===== src/rtl/oserdes_mem_soft.sv =====
// Soft multi-lane serializer for DDR3 DQ/DQS lanes with preamble/postamble tristate control.
// Optional burst word counter is enabled by defining OSERDES_MEM_SOFT_BURST_CNT_EN.
module oserdes_mem_soft #(
   parameter int   LANES       = 8,
   parameter int   RATIO       = 4,
   parameter int   PRE_CYCLES  = 1,
   parameter int   POST_CYCLES = 1,
   parameter logic DOUT_IDLE   = 1'b0
) (
   input  logic                   clk,
   input  logic                   rst,
   input  logic [LANES*RATIO-1:0] din,
   input  logic                   din_valid,
   output logic                   din_ready,
   output logic [LANES-1:0]       dout,
   output logic                   tout
`ifdef OSERDES_MEM_SOFT_BURST_CNT_EN
   ,
   output logic [15:0]            burst_words
`endif
);

   // state | meaning
   // IDLE  | lanes released (tout=1); waiting for a word
   // PRE   | preamble: driving idle value before first data bit
   // DATA  | shifting the loaded word out LSB-first
   // POST  | postamble: driving idle value after last data bit

   if (LANES < 1 || LANES > 64) begin : g_bad_lanes
      $error("oserdes_mem_soft: LANES=%0d out of range 1..64", LANES);
   end
   if (RATIO < 2 || RATIO > 8) begin : g_bad_ratio
      $error("oserdes_mem_soft: RATIO=%0d out of range 2..8", RATIO);
   end
   if (PRE_CYCLES < 0 || PRE_CYCLES > 7) begin : g_bad_pre
      $error("oserdes_mem_soft: PRE_CYCLES=%0d out of range 0..7", PRE_CYCLES);
   end
   if (POST_CYCLES < 0 || POST_CYCLES > 7) begin : g_bad_post
      $error("oserdes_mem_soft: POST_CYCLES=%0d out of range 0..7", POST_CYCLES);
   end

   localparam int CW = ($clog2(RATIO) > 3) ? $clog2(RATIO) : 3;
   localparam logic [CW-1:0] PRE_LAST  = CW'((PRE_CYCLES  > 0) ? PRE_CYCLES  - 1 : 0);
   localparam logic [CW-1:0] POST_LAST = CW'((POST_CYCLES > 0) ? POST_CYCLES - 1 : 0);
   localparam logic [CW-1:0] DATA_LAST = CW'(RATIO - 1);

   typedef enum logic [1:0] {
      S_IDLE = 2'd0,
      S_PRE  = 2'd1,
      S_DATA = 2'd2,
      S_POST = 2'd3
   } state_t;

   state_t                       state, state_nxt;
   logic [CW-1:0]                cnt, cnt_nxt;
   logic [LANES-1:0][RATIO-1:0]  sreg, sreg_nxt;
   logic [LANES-1:0]             dout_nxt;
   logic                         xfer;

   always_comb begin
      state_nxt = state;
      cnt_nxt   = cnt;
      sreg_nxt  = sreg;
      din_ready = 1'b0;
      xfer      = 1'b0;
      case (state)
         S_IDLE: begin
            if (PRE_CYCLES == 0) begin
               din_ready = 1'b1;
               if (din_valid) begin
                  xfer      = 1'b1;
                  sreg_nxt  = din;
                  state_nxt = S_DATA;
                  cnt_nxt   = '0;
               end
            end else if (din_valid) begin
               state_nxt = S_PRE;
               cnt_nxt   = '0;
            end
         end
         S_PRE: begin
            din_ready = (cnt == PRE_LAST);
            if (din_ready && din_valid) begin
               xfer      = 1'b1;
               sreg_nxt  = din;
               state_nxt = S_DATA;
               cnt_nxt   = '0;
            end else if (!din_ready) begin
               cnt_nxt = cnt + CW'(1);
            end
         end
         S_DATA: begin
            for (int l = 0; l < LANES; l++) begin
               sreg_nxt[l] = sreg[l] >> 1;
            end
            cnt_nxt   = cnt + CW'(1);
            din_ready = (cnt == DATA_LAST);
            if (din_ready) begin
               cnt_nxt = '0;
               if (din_valid) begin
                  xfer     = 1'b1;
                  sreg_nxt = din;
               end else if (POST_CYCLES > 0) begin
                  state_nxt = S_POST;
               end else begin
                  state_nxt = S_IDLE;
               end
            end
         end
         S_POST: begin
            if (cnt == POST_LAST) begin
               state_nxt = S_IDLE;
               cnt_nxt   = '0;
            end else begin
               cnt_nxt = cnt + CW'(1);
            end
         end
         default: begin
            state_nxt = S_IDLE;
            cnt_nxt   = '0;
         end
      endcase
   end

   // Outputs are registered from next-state values so bit0 appears the cycle after the transfer.
   always_comb begin
      dout_nxt = {LANES{DOUT_IDLE}};
      for (int l = 0; l < LANES; l++) begin
         dout_nxt[l] = (state_nxt == S_DATA) ? sreg_nxt[l][0] : DOUT_IDLE;
      end
   end

   always_ff @(posedge clk) begin
      if (rst) begin
         state <= S_IDLE;
         cnt   <= '0;
         sreg  <= '0;
         tout  <= 1'b1;
         dout  <= {LANES{DOUT_IDLE}};
      end else begin
         state <= state_nxt;
         cnt   <= cnt_nxt;
         sreg  <= sreg_nxt;
         tout  <= (state_nxt == S_IDLE);
         dout  <= dout_nxt;
      end
   end

`ifdef OSERDES_MEM_SOFT_BURST_CNT_EN
   always_ff @(posedge clk) begin
      if (rst) begin
         burst_words <= '0;
      end else if (state == S_IDLE && state_nxt != S_IDLE) begin
         burst_words <= xfer ? 16'd1 : 16'd0;
      end else if (xfer && burst_words != 16'hFFFF) begin
         burst_words <= burst_words + 16'd1;
      end
   end
`endif

endmodule

===== config.mk =====
export PLATFORM = sky130hd
export DESIGN_NAME = oserdes_mem_soft
export DESIGN_NICKNAME = d
export VERILOG_FILES = /design/src/rtl/oserdes_mem_soft.sv
export SDC_FILE = /design/constraint.sdc
export NUM_CORES = 1
export LEC_CHECK = 0
export ABC_AREA = 0
export CAP_MARGIN = 20
export CORE_UTILIZATION = 35
export DETAILED_ROUTE_END_ITERATION = 7
export SLEW_MARGIN = 0
export SYNTH_ARGS = -nofsm -noshare
export SYNTH_HDL_FRONTEND = slang
export SYNTH_SLANG_ARGS = --single-unit

===== constraint.sdc =====
create_clock -name clk -period 2.3 [get_ports clk]
set_clock_uncertainty 0.1 [all_clocks]
set_input_delay 0.46 -clock clk [delete_from_list [all_inputs] [get_ports clk]]
set_output_delay 0.46 -clock clk [all_outputs]
set_load 0.01 [all_outputs]

==> metrics.csv, run 1 <==
stage,metric,value,unit
final_layout,final_core_util,49.1,%
setup_path,r2r-start,state[1],
yosys,ys_seq_area_share,44.3,%
power,power.density,689,mW/mm²
placed_design,dp_slack,33.9,ps
sta,period_share,96.5,%
sta,relSlewSlack,69.7,%
clock_network,h-tree-depth,2,
final_layout,seqCellArea,927,µm²
setup_path,regToRegSetupSlack,260,ps
setup_path,startpoint_type,register,
sta,hold_viol,0,
sta,slew_violations,0,
placed_design,place.gp.congestion,0.837,
route,finalWirelength,4.90,mm
sta,tightest_slew,453,ps
route,via_count,1828,
route,postRouteAntennaNets,0,
yosys,syn-num-nets,271,
global_routing,antenna_found_initial,0,
global_routing,grtUsageTotal,17.2,%
final_layout,n_fill_cell,565,
global_routing,grt_pass1_wl,8.33,mm
hold_path,hold_class,reg2reg,
sta,tns,0,ps
status,status,completed,
setup_path,timing.rr.end,state[0],
die,die_y,79.1,µm
route,drc_errors,0,
clock_network,path_clk_slew,80,ps
die,start_util,37.1,%
hold_path,hold_path_depth,2,
final_layout,nNetsFinal,322,
route,drtPass1Iterations,4,
placed_design,hpwlAfterDp,3.42,mm
setup_path,arrival,1660,ps
setup_path,cp.required,1740,ps
yosys,ys_warn_count,0,
setup_path,path_class,reg2out,
yosys,ys_ff_latch,46,
global_routing,overflow,0,
power,ir_drop,0.000325,V
flow_run,maxCapViolations,0,
route,via_per_inst,5.19,
die,core_area,0.00561,mm²
sta,holdWs,350,ps
sta,setup_viol,0,
final_layout,synthToLayoutAreaGrowth,32.3,%
yosys,syn_area_per_cell,9.13,µm²
setup_path,crit_path_max_fanout,5,
clock_network,ctsHoldBuffers,0,
placed_design,numPortBuffers,44,
setup_path,worstSetupEndpointType,output pin,
yosys,synth_area,0.00208,mm²
yosys,yosysUniqueCellTypes,38,
clock_network,cts_buffer_depth,2,
sta,min_period,2220,ps
setup_path,crit_start,state[1],
clock_network,numCtsBuffers,5,
yosys,synth_cells,228,
route,drt_iter0_markers,66,
global_routing,grt_start_max_net_pins,26,
global_routing,first_global_vias,1700,
sta,rsz0062_at_grt,false,
final_layout,antenna_cells,0,
final_layout,drive_above_1_share,12.9,%
die,die_w,79.1,µm
sta,timing.final.ws_setup,81.0,ps
clock_network,insertion_delay,290,ps
power,cellLeakagePower,1.00,nW
die,dieArea,0.00626,mm²
setup_path,endpoint,din_ready,
route,avgRoutedWirePerCell,13.9,µm
final_layout,multi_input_area,0.00102,mm²
die,num_rows,27,
clock_network,clock-root-buffer,clkbuf_8,
clock_network,cts_tree,done,
sta,fmax,451,MHz
clock_network,cts_sinks,46,
die,num_io_pins,45,
setup_path,r2r_cells,7,
==> per-stage QoR <==
step / cells / total power (W) / cell area, µm²
3_5_place_dp: 343 / 0.00142 / 2650
2_1_floorplan: 228 / 0.00121 / 2080
6_report: 352 / 0.00190 / 2750
3_3_place_gp: 343 / 0.00142 / 2650
5_1_grt: 352 / 0.00202 / 2750
4_1_cts: 351 / 0.00191 / 2740
==> report_power, final <==
part	internal, W	switching, W
Sequential	0.000827	0.0000208
Combinational	0.000237	0.000329
Clock	0.000215	0.000268
Total	0.00128	0.000618
==> cells by family (layout without fill, tap and decap cells) <==
group / Yosys count / count (layout) / share of synthesized area (%)
compound gates: 72 / 72 / 26.3
simple gates: 69 / 69 / 17.3
flops: 46 / 46 / 44.3
buf+inv: 32 / 84 / 6.92
fa+ha+maj: 8 / 8 / 4.81
mux: 1 / 1 / 0.481
==> cells in the mapped netlist, drive strengths merged <==
master	instances	area (µm²)
a211o	1	8.76
a21boi	2	18.8
a22o	8	70.1
a22oi	16	120
a2bb2oi	1	8.76
a311oi	8	70.1
a31o	1	8.76
and2	2	12.5
and3	9	56.3
and3b	2	17.5
and4b	1	13.8
buf	10	58.8
clkbuf	5	21.3
dfxtp	46	921
ha	8	100
inv	17	63.8
mux2i	1	10.0
nand2	25	93.8
nand2b	1	6.26
nor2	11	41.3
nor2b	3	18.8
nor3	12	65.1
nor3b	3	33.8
o211ai	2	33.8
o21a	1	8.76
o21ai	20	100
o21bai	1	7.51
o22ai	9	56.3
o311ai	1	26.3
o32ai	1	8.76
==> placed cells by master, fill, tap and decap left out, types with 2 or more instances in the layout <==
master           instances
buf_4                   14
inv_1                   17
dfxtp_2                  2
a22o_1                   8
a22oi_1                 16
nor2_1                  10
dfxtp_1                 43
nand2_1                 25
clkbuf_8                 5
and3b_1                  2
o21ai_0                 18
nor3_1                  11
nor3b_1                  2
and3_1                   9
o21ai_1                  2
o22ai_1                  9
and2_1                   2
clkdlybuf4s50_1         43
ha_1                     7
a311oi_1                 8
nor2b_1                  3
==> state kept, by name (all words and copies together), names as in the netlist <==
register,flops
tout,1
dout,8
cnt,3
sreg,32
state,2
==> per-layer routing <==
layer	GRT usage, %	routed length, µm
met5	0	0
met3	4.48	222
met4	5.82	57
met1	23.7	2390
met2	25.7	2230
==> worst min path at each step <==
stage             start       end  slack, ps
2_1_floorplan  sreg[13]  sreg[13]        320
3_3_place_gp    sreg[1]   sreg[1]        330
3_5_place_dp    sreg[1]   sreg[1]        340
4_1_cts        sreg[18]  sreg[18]        360
5_1_grt        sreg[18]  sreg[18]        370
6_report        sreg[1]   sreg[1]        350
==> repair_timing <==
item	in CTS	in global routing
gates resized for setup	4	3
cloned	0	0
pin swaps	0	1
setup buffers	0	1
setup endpoints to repair	1	1
==> worst max-delay path: stages (launching register included) <==
cell	delay [ps]
dfxtp_2	380
inv_1	90
ha_1	210
and3b_1	220
nor2_2	130
nor2b_1	60
dlygate4sd2_1	280
==> cell type report <==
| cell class | count | area share, % |
|---|---|---|
| Multi-Input combinational cell | 150 | 37.1 |
| Sequential cell | 46 | 33.7 |
| Timing Repair Buffer | 59 | 20.5 |
| Tap cell | 72 | 3.27 |
| Clock buffer | 6 | 2.64 |
| Inverter | 17 | 2.32 |
| Clock inverter | 2 | 0.500 |
No activity file was read; power rests on OpenSTA's default activity.
==> run 2, diff against run 1 <==
Settings changed: PLACE_DENSITY set to 0.58.
==> metrics.csv, run 2 (same netlist as run 1, synthesis figures left out) <==
stage,metric,value,unit,change
route,drc_errors,0,,unchanged
route,finalWirelength,4.96,mm,+1.2%
setup_path,timing.rr.end,dout[3],,
placed_design,numPortBuffers,44,,unchanged
die,die_y,79.1,µm,unchanged
setup_path,cp.depth,6,,unchanged
die,die_w,79.1,µm,unchanged
route,drt_iter0_markers,77,,+17%
setup_path,path_cells,"ha_1, ha_1, and2_1, nor2_2, nor2b_1, clkdlybuf4s15_1",,
setup_path,worst-path-buf-inv,1,,-1
power,p_total,0.00205,W,+8.0%
sta,setup_viol,0,,unchanged
final_layout,mostFrequentLayoutCells,"dfxtp_1 (43), clkdlybuf4s50_1 (43), nand2_1 (25)",,
power,ir_drop,0.000338,V,+4.1%
clock_network,numCtsBuffers,5,,unchanged
sta,rsz0062_at_grt,false,,
route,wl_met1,2.46,mm,+2.9%
final_layout,regMostFlops,sreg,,
clock_network,h-tree-depth,2,,unchanged
clock_network,cts_buffer_depth,2,,unchanged
route,postRouteAntennaNets,0,,unchanged
final_layout,n_fill_cell,568,,+0.53%
setup_path,crit_start,cnt[0],,
setup_path,worstSetupEndpointType,output pin,,
route,via_count,1804,,-1.3%
clock_network,path_clk_slew,100,ps,+20 ps
sta,fmax,457,MHz,+1.3%
status,status,completed,,
setup_path,startpoint_type,register,,
die,start_util,37.1,%,unchanged
setup_path,regToRegSetupSlack,340,ps,+80 ps
route,drtPass1Iterations,4,,unchanged
final_layout,nNetsFinal,326,,+1.2%
sta,hold_viol,0,,unchanged
die,core_area,0.00561,mm²,unchanged
clock_network,clock-root-buffer,clkbuf_8,,
setup_path,cp.required,1740,ps,about the same
sta,min_period,2190,ps,-28.6 ps
die,num_io_pins,45,,unchanged
power,power.density,730,mW/mm²,+6.0%
setup_path,path_class,reg2out,,
setup_path,arrival,1630,ps,-30 ps
power,cellLeakagePower,1.04,nW,+3.4%
global_routing,grt_start_max_net_pins,26,,unchanged
clock_network,cts_tree,done,,
sta,tns,0,ps,unchanged
setup_path,r2r-start,cnt[0],,
sta,period_share,95.2,%,-1.2 points
global_routing,overflow,0,,unchanged
placed_design,hpwlAfterDp,3.45,mm,+0.64%
final_layout,largest_reg_flops,32,,unchanged
final_layout,antenna_cells,0,,unchanged
route,via_per_inst,5.07,,-2.4%
sta,relSlewSlack,66.7,%,-3.0 points
global_routing,antenna_found_initial,0,,unchanged
clock_network,ctsHoldBuffers,0,,unchanged
final_layout,largestRegisters,"sreg x32, dout x8, cnt x3",,
route,met2_length,2.24,mm,+0.67%
sta,tightest_slew,499,ps,+45.5 ps
route,dr_wl_met3,207,µm,-6.8%
global_routing,first_global_vias,1703,,+0.18%
route,avgRoutedWirePerCell,13.9,µm,about the same
setup_path,r2r_cells,6,,-1
setup_path,endpoint,din_ready,,
setup_path,cpMostUsedCell,ha_1,,
global_routing,grt_pass1_wl,8.24,mm,-1.1%
setup_path,slowest_delay,340,ps,-40 ps
flow_run,maxCapViolations,0,,unchanged
final_layout,synthToLayoutAreaGrowth,34.8,%,
clock_network,cts_sinks,46,,unchanged
final_layout,drive_above_1_share,14.1,%,+1.2 points
clock_network,insertion_delay,300,ps,about the same
setup_path,crit_path_max_fanout,3,,-2
global_routing,grtUsageTotal,16.9,%,-0.22 points
die,num_rows,27,,unchanged
setup_path,crit_family,adder cells,,
route,routed.top_layer,met4,,
hold_path,hold_class,reg2reg,,
placed_design,place.gp.congestion,0.790,,-5.6%
setup_path,crit_slowest_cell,dfxtp_2,,
sta,slew_violations,0,,unchanged
die,dieArea,0.00626,mm²,unchanged
run 2: final cells by class:
cell class              instances  area (µm²)  area share (%)
clock buffers                   5        68.8            2.45
flip-flops and latches         46         925            33.0
well taps                      72        90.1            3.21
repair buffers                 63         596            21.2
multi-input cells             150        1020            36.3
inverters                      17        63.8            2.27
clock inverters                 3        43.8            1.56
run 2: layer usage:
layer / global-route usage (%) / vias to the layer above
met2: 26.3 / 42
met3: 3.79 / 6
li1: - / 931
met1: 23.8 / 825
met4: 3.82 / 0
met5: 0 / -
run 2: what timing repair did:
action / CTS / global route
hold endpoints to repair: 0 / 0
gates resized for setup: 3 / 3
endpoints found under the setup margin: 1 / 1
pin swaps: 0 / 1
buffers inserted: 0 / 1
run 2: stage by stage:
| stage | setup slack [ps] | instances | hold slack, ps | area [µm²] | util, % |
|---|---|---|---|---|---|
| floorplan | 258 | 228 | 317 | 2080 | - |
| global placement | 60.9 | 347 | 330 | 2680 | 47.8 |
| detailed placement | 40.5 | 347 | 337 | 2680 | 47.8 |
| CTS | 53.0 | 355 | 360 | 2790 | 49.8 |
| global route | 22.4 | 356 | 379 | 2810 | 50.0 |
| finish | 110 | 356 | 353 | 2810 | 50.0 |
run 2: report_power, final:
group	switching, W	internal [W]	leakage, nW	total (W)
Clock	0.000297	0.000326	0.0585	0.000623
Sequential	0.0000154	0.000825	0.373	0.000840
Combinational	0.000336	0.000249	0.605	0.000585
run 2: worst min path at each step:
stage / slack [ps] / cells past startpoint / end / from
after floorplan: 320 / 2 / sreg[13] / sreg[13]
after global placement: 330 / 2 / sreg[21] / sreg[21]
after detailed placement: 340 / 2 / sreg[1] / sreg[1]
after CTS: 360 / 2 / sreg[1] / sreg[1]
after global routing: 380 / 2 / sreg[18] / sreg[18]
final: 350 / 2 / sreg[1] / sreg[1]
run 2: worst min-delay path, delay by kind of cell, from the launching register on:
kind	cells	cell delay, ps
AOI/OAI and AO/OA	1	50
and+or+nand+nor	1	40
DFF	1	330
==> run 3, diff against run 2 <==
Settings changed: GPL_ROUTABILITY_DRIVEN set to 0.
Clock period 2.3 ns to 2.6 ns, I/O delays scaled along.
==> metrics.csv, run 3 (same netlist as run 1, synthesis figures left out) <==
stage,metric,value,unit,change
final_layout,nNetsFinal,317,,-2.8%
global_routing,grt_pass1_wl,8.44,mm,+2.4%
sta,hold_viol,0,,unchanged
die,die_y,79.1,µm,unchanged
sta,rsz0062_at_grt,false,,
power,internal_power,0.00124,W,-11%
sta,period_share,84.9,%,
sta,holdWs,354,ps,+0.841 ps
sta,tns,0,ps,unchanged
clock_network,cts_buffer_depth,2,,unchanged
sta,fmax,453,MHz,
setup_path,regToRegSetupSlack,570,ps,+230 ps
setup_path,path_cells,"ha_1, ha_2, and2_1, nor2_1, nor2b_1, dlymetal6s2s_1",,
sta,slew_violations,0,,unchanged
die,start_util,37.1,%,unchanged
final_layout,mostFrequentLayoutCell,dfxtp_1,,
route,via_per_inst,5.12,,+0.95%
die,dieArea,0.00626,mm²,unchanged
placed_design,hpwlAfterDp,3.39,mm,-1.7%
setup_path,arrival,1590,ps,-40 ps
sta,min_period,2210,ps,
final_layout,design_area,0.00275,mm²,-1.8%
setup_path,crit_path_max_fanout,4,,+1
sta,tightest_slew,498,ps,-0.435 ps
power,power_frac_clock,30.3,%,about the same
sta,relSlewSlack,66.7,%,about the same
die,core_area,0.00561,mm²,unchanged
sta,setup_viol,0,,unchanged
flow_run,maxCapViolations,0,,unchanged
global_routing,overflow,0,,unchanged
power,ir_drop,0.000263,V,-22%
sta,timing.final.ws_setup,392,ps,+282 ps
clock_network,cts_sinks,46,,unchanged
setup_path,path_class,reg2out,,
die,num_io_pins,45,,unchanged
power,cellLeakagePower,1.00,nW,-3.1%
route,postRouteAntennaNets,0,,unchanged
setup_path,crit_slowest_cell,dfxtp_1,,
final_layout,mostFrequentLayoutCells,"dfxtp_1 (44), clkdlybuf4s50_1 (43), nand2_1 (25)",,
final_layout,regMostFlops,sreg,,
route,drtPass1Iterations,4,,unchanged
power,power.density,647,mW/mm²,-11%
global_routing,antenna_found_initial,0,,unchanged
placed_design,numPortBuffers,44,,unchanged
route,drt_iter0_markers,115,,+49%
placed_design,place_area,0.00263,mm²,-1.8%
final_layout,largestRegisters,"sreg x32, dout x8, cnt x3",,
setup_path,worstSetupEndpointType,output pin,,
setup_path,crit_family,adder cells,,
clock_network,h-tree-depth,2,,unchanged
power,p_seq_share,41.9,%,+0.9 points
power,swShare,30.2,%,-1.4 points
global_routing,grt_start_max_net_pins,26,,unchanged
setup_path,startpoint_type,register,,
clock_network,path_clk_slew,80,ps,-20 ps
power,p_sw,0.000539,W,-17%
hold_path,hold_class,reg2reg,,
power,combPwrFrac,27.8,%,-0.8 points
clock_network,clock-root-buffer,clkbuf_8,,
die,die_w,79.1,µm,unchanged
final_layout,drive_above_1_share,10.9,%,-3.1 points
clock_network,cts_tree,done,,
route,via_count,1770,,-1.9%
global_routing,grtUsageTotal,17.4,%,+0.44 points
global_routing,first_global_vias,1735,,+1.9%
route,drc_errors,0,,unchanged
clock_network,insertion_delay,300,ps,about the same
die,num_rows,27,,unchanged
status,status,completed,,
final_layout,largest_reg_flops,32,,unchanged
clock_network,numCtsBuffers,5,,unchanged
route,finalWirelength,4.85,mm,-2.2%
setup_path,cp.required,1980,ps,+240 ps
setup_path,worst-path-buf-inv,1,,unchanged
route,avgRoutedWirePerCell,14.0,µm,+0.63%
final_layout,synthToLayoutAreaGrowth,32.4,%,
placed_design,dp_slack,148,ps,+108 ps
setup_path,slowest_delay,330,ps,about the same
final_layout,antenna_cells,0,,unchanged
-- run 3: changes by cell type in the layout (fill, tap and decap cells not counted), sizes merged --
| cell | previous run | this run |
|---|---|---|
| clkbuf | 5 | 6 |
| inv | 18 | 17 |
| clkinv | 1 | 0 |
| clkdlybuf4s15 | 1 | 0 |
| buf | 19 | 10 |
| dlymetal6s2s | 0 | 1 |
-- run 3: cell type report --
| class | count | area, µm² |
|---|---|---|
| fillers | 567 | 2850 |
| multi-input cells | 150 | 1020 |
| flip-flops and latches | 46 | 923 |
| repair buffers | 54 | 543 |
| well taps | 72 | 90.1 |
| clock buffers | 6 | 82.6 |
| inverters | 17 | 63.8 |
| clock inverters | 1 | 30.0 |
-- run 3: what timing repair did --
item | 4_1_cts | 5_1_grt
setup buffers | 0 | 0
endpoints found under the setup margin | 1 | 1
hold buffers | 0 | 0
resized for setup | 3 | 2
-- run 3: power by group through the flow --
| stage | sequential (W) | combinational [W] | clock (W) |
|---|---|---|---|
| after floorplan | 0.000762 | 0.000305 | 0 |
| after global placement | 0.000762 | 0.000496 | 0 |
| after detailed placement | 0.000761 | 0.000498 | 0 |
| after CTS | 0.000746 | 0.000500 | 0.000553 |
| after global routing | 0.000751 | 0.000550 | 0.000582 |
| final | 0.000747 | 0.000496 | 0.000539 |
-- run 3: final timing paths --
path,endpoint,cells past startpoint,start
setup / recovery,din_ready,6,cnt[0]
hold / removal,sreg[9],2,sreg[9]
setup reg to reg,dout[0],7,cnt[0]
hold reg to reg,sreg[9],2,sreg[9]
-- run 3: metal layers --
metal	track usage (%)	vias to the layer above	part of all wire (%)
li1	-	911	-
met3	4.83	2	4.6
met4	4.36	0	0.56
met5	0	-	0
met2	27.5	41	46
met1	23.2	816	49
-- run 3: worst min-delay path: stages (launching register included) --
cell and delay (ps):
dfxtp_1 330, nand2_1 40, o21ai_0 50
-- run 3: through the flow --
step | std cells | power, W | utilization, %
after floorplan | 228 | 0.00107 | -
after global placement | 339 | 0.00126 | 46.9
after detailed placement | 339 | 0.00126 | 46.9
after CTS | 346 | 0.00180 | 49.0
after global routing | 346 | 0.00188 | 49.1
final | 346 | 0.00178 | 49.1
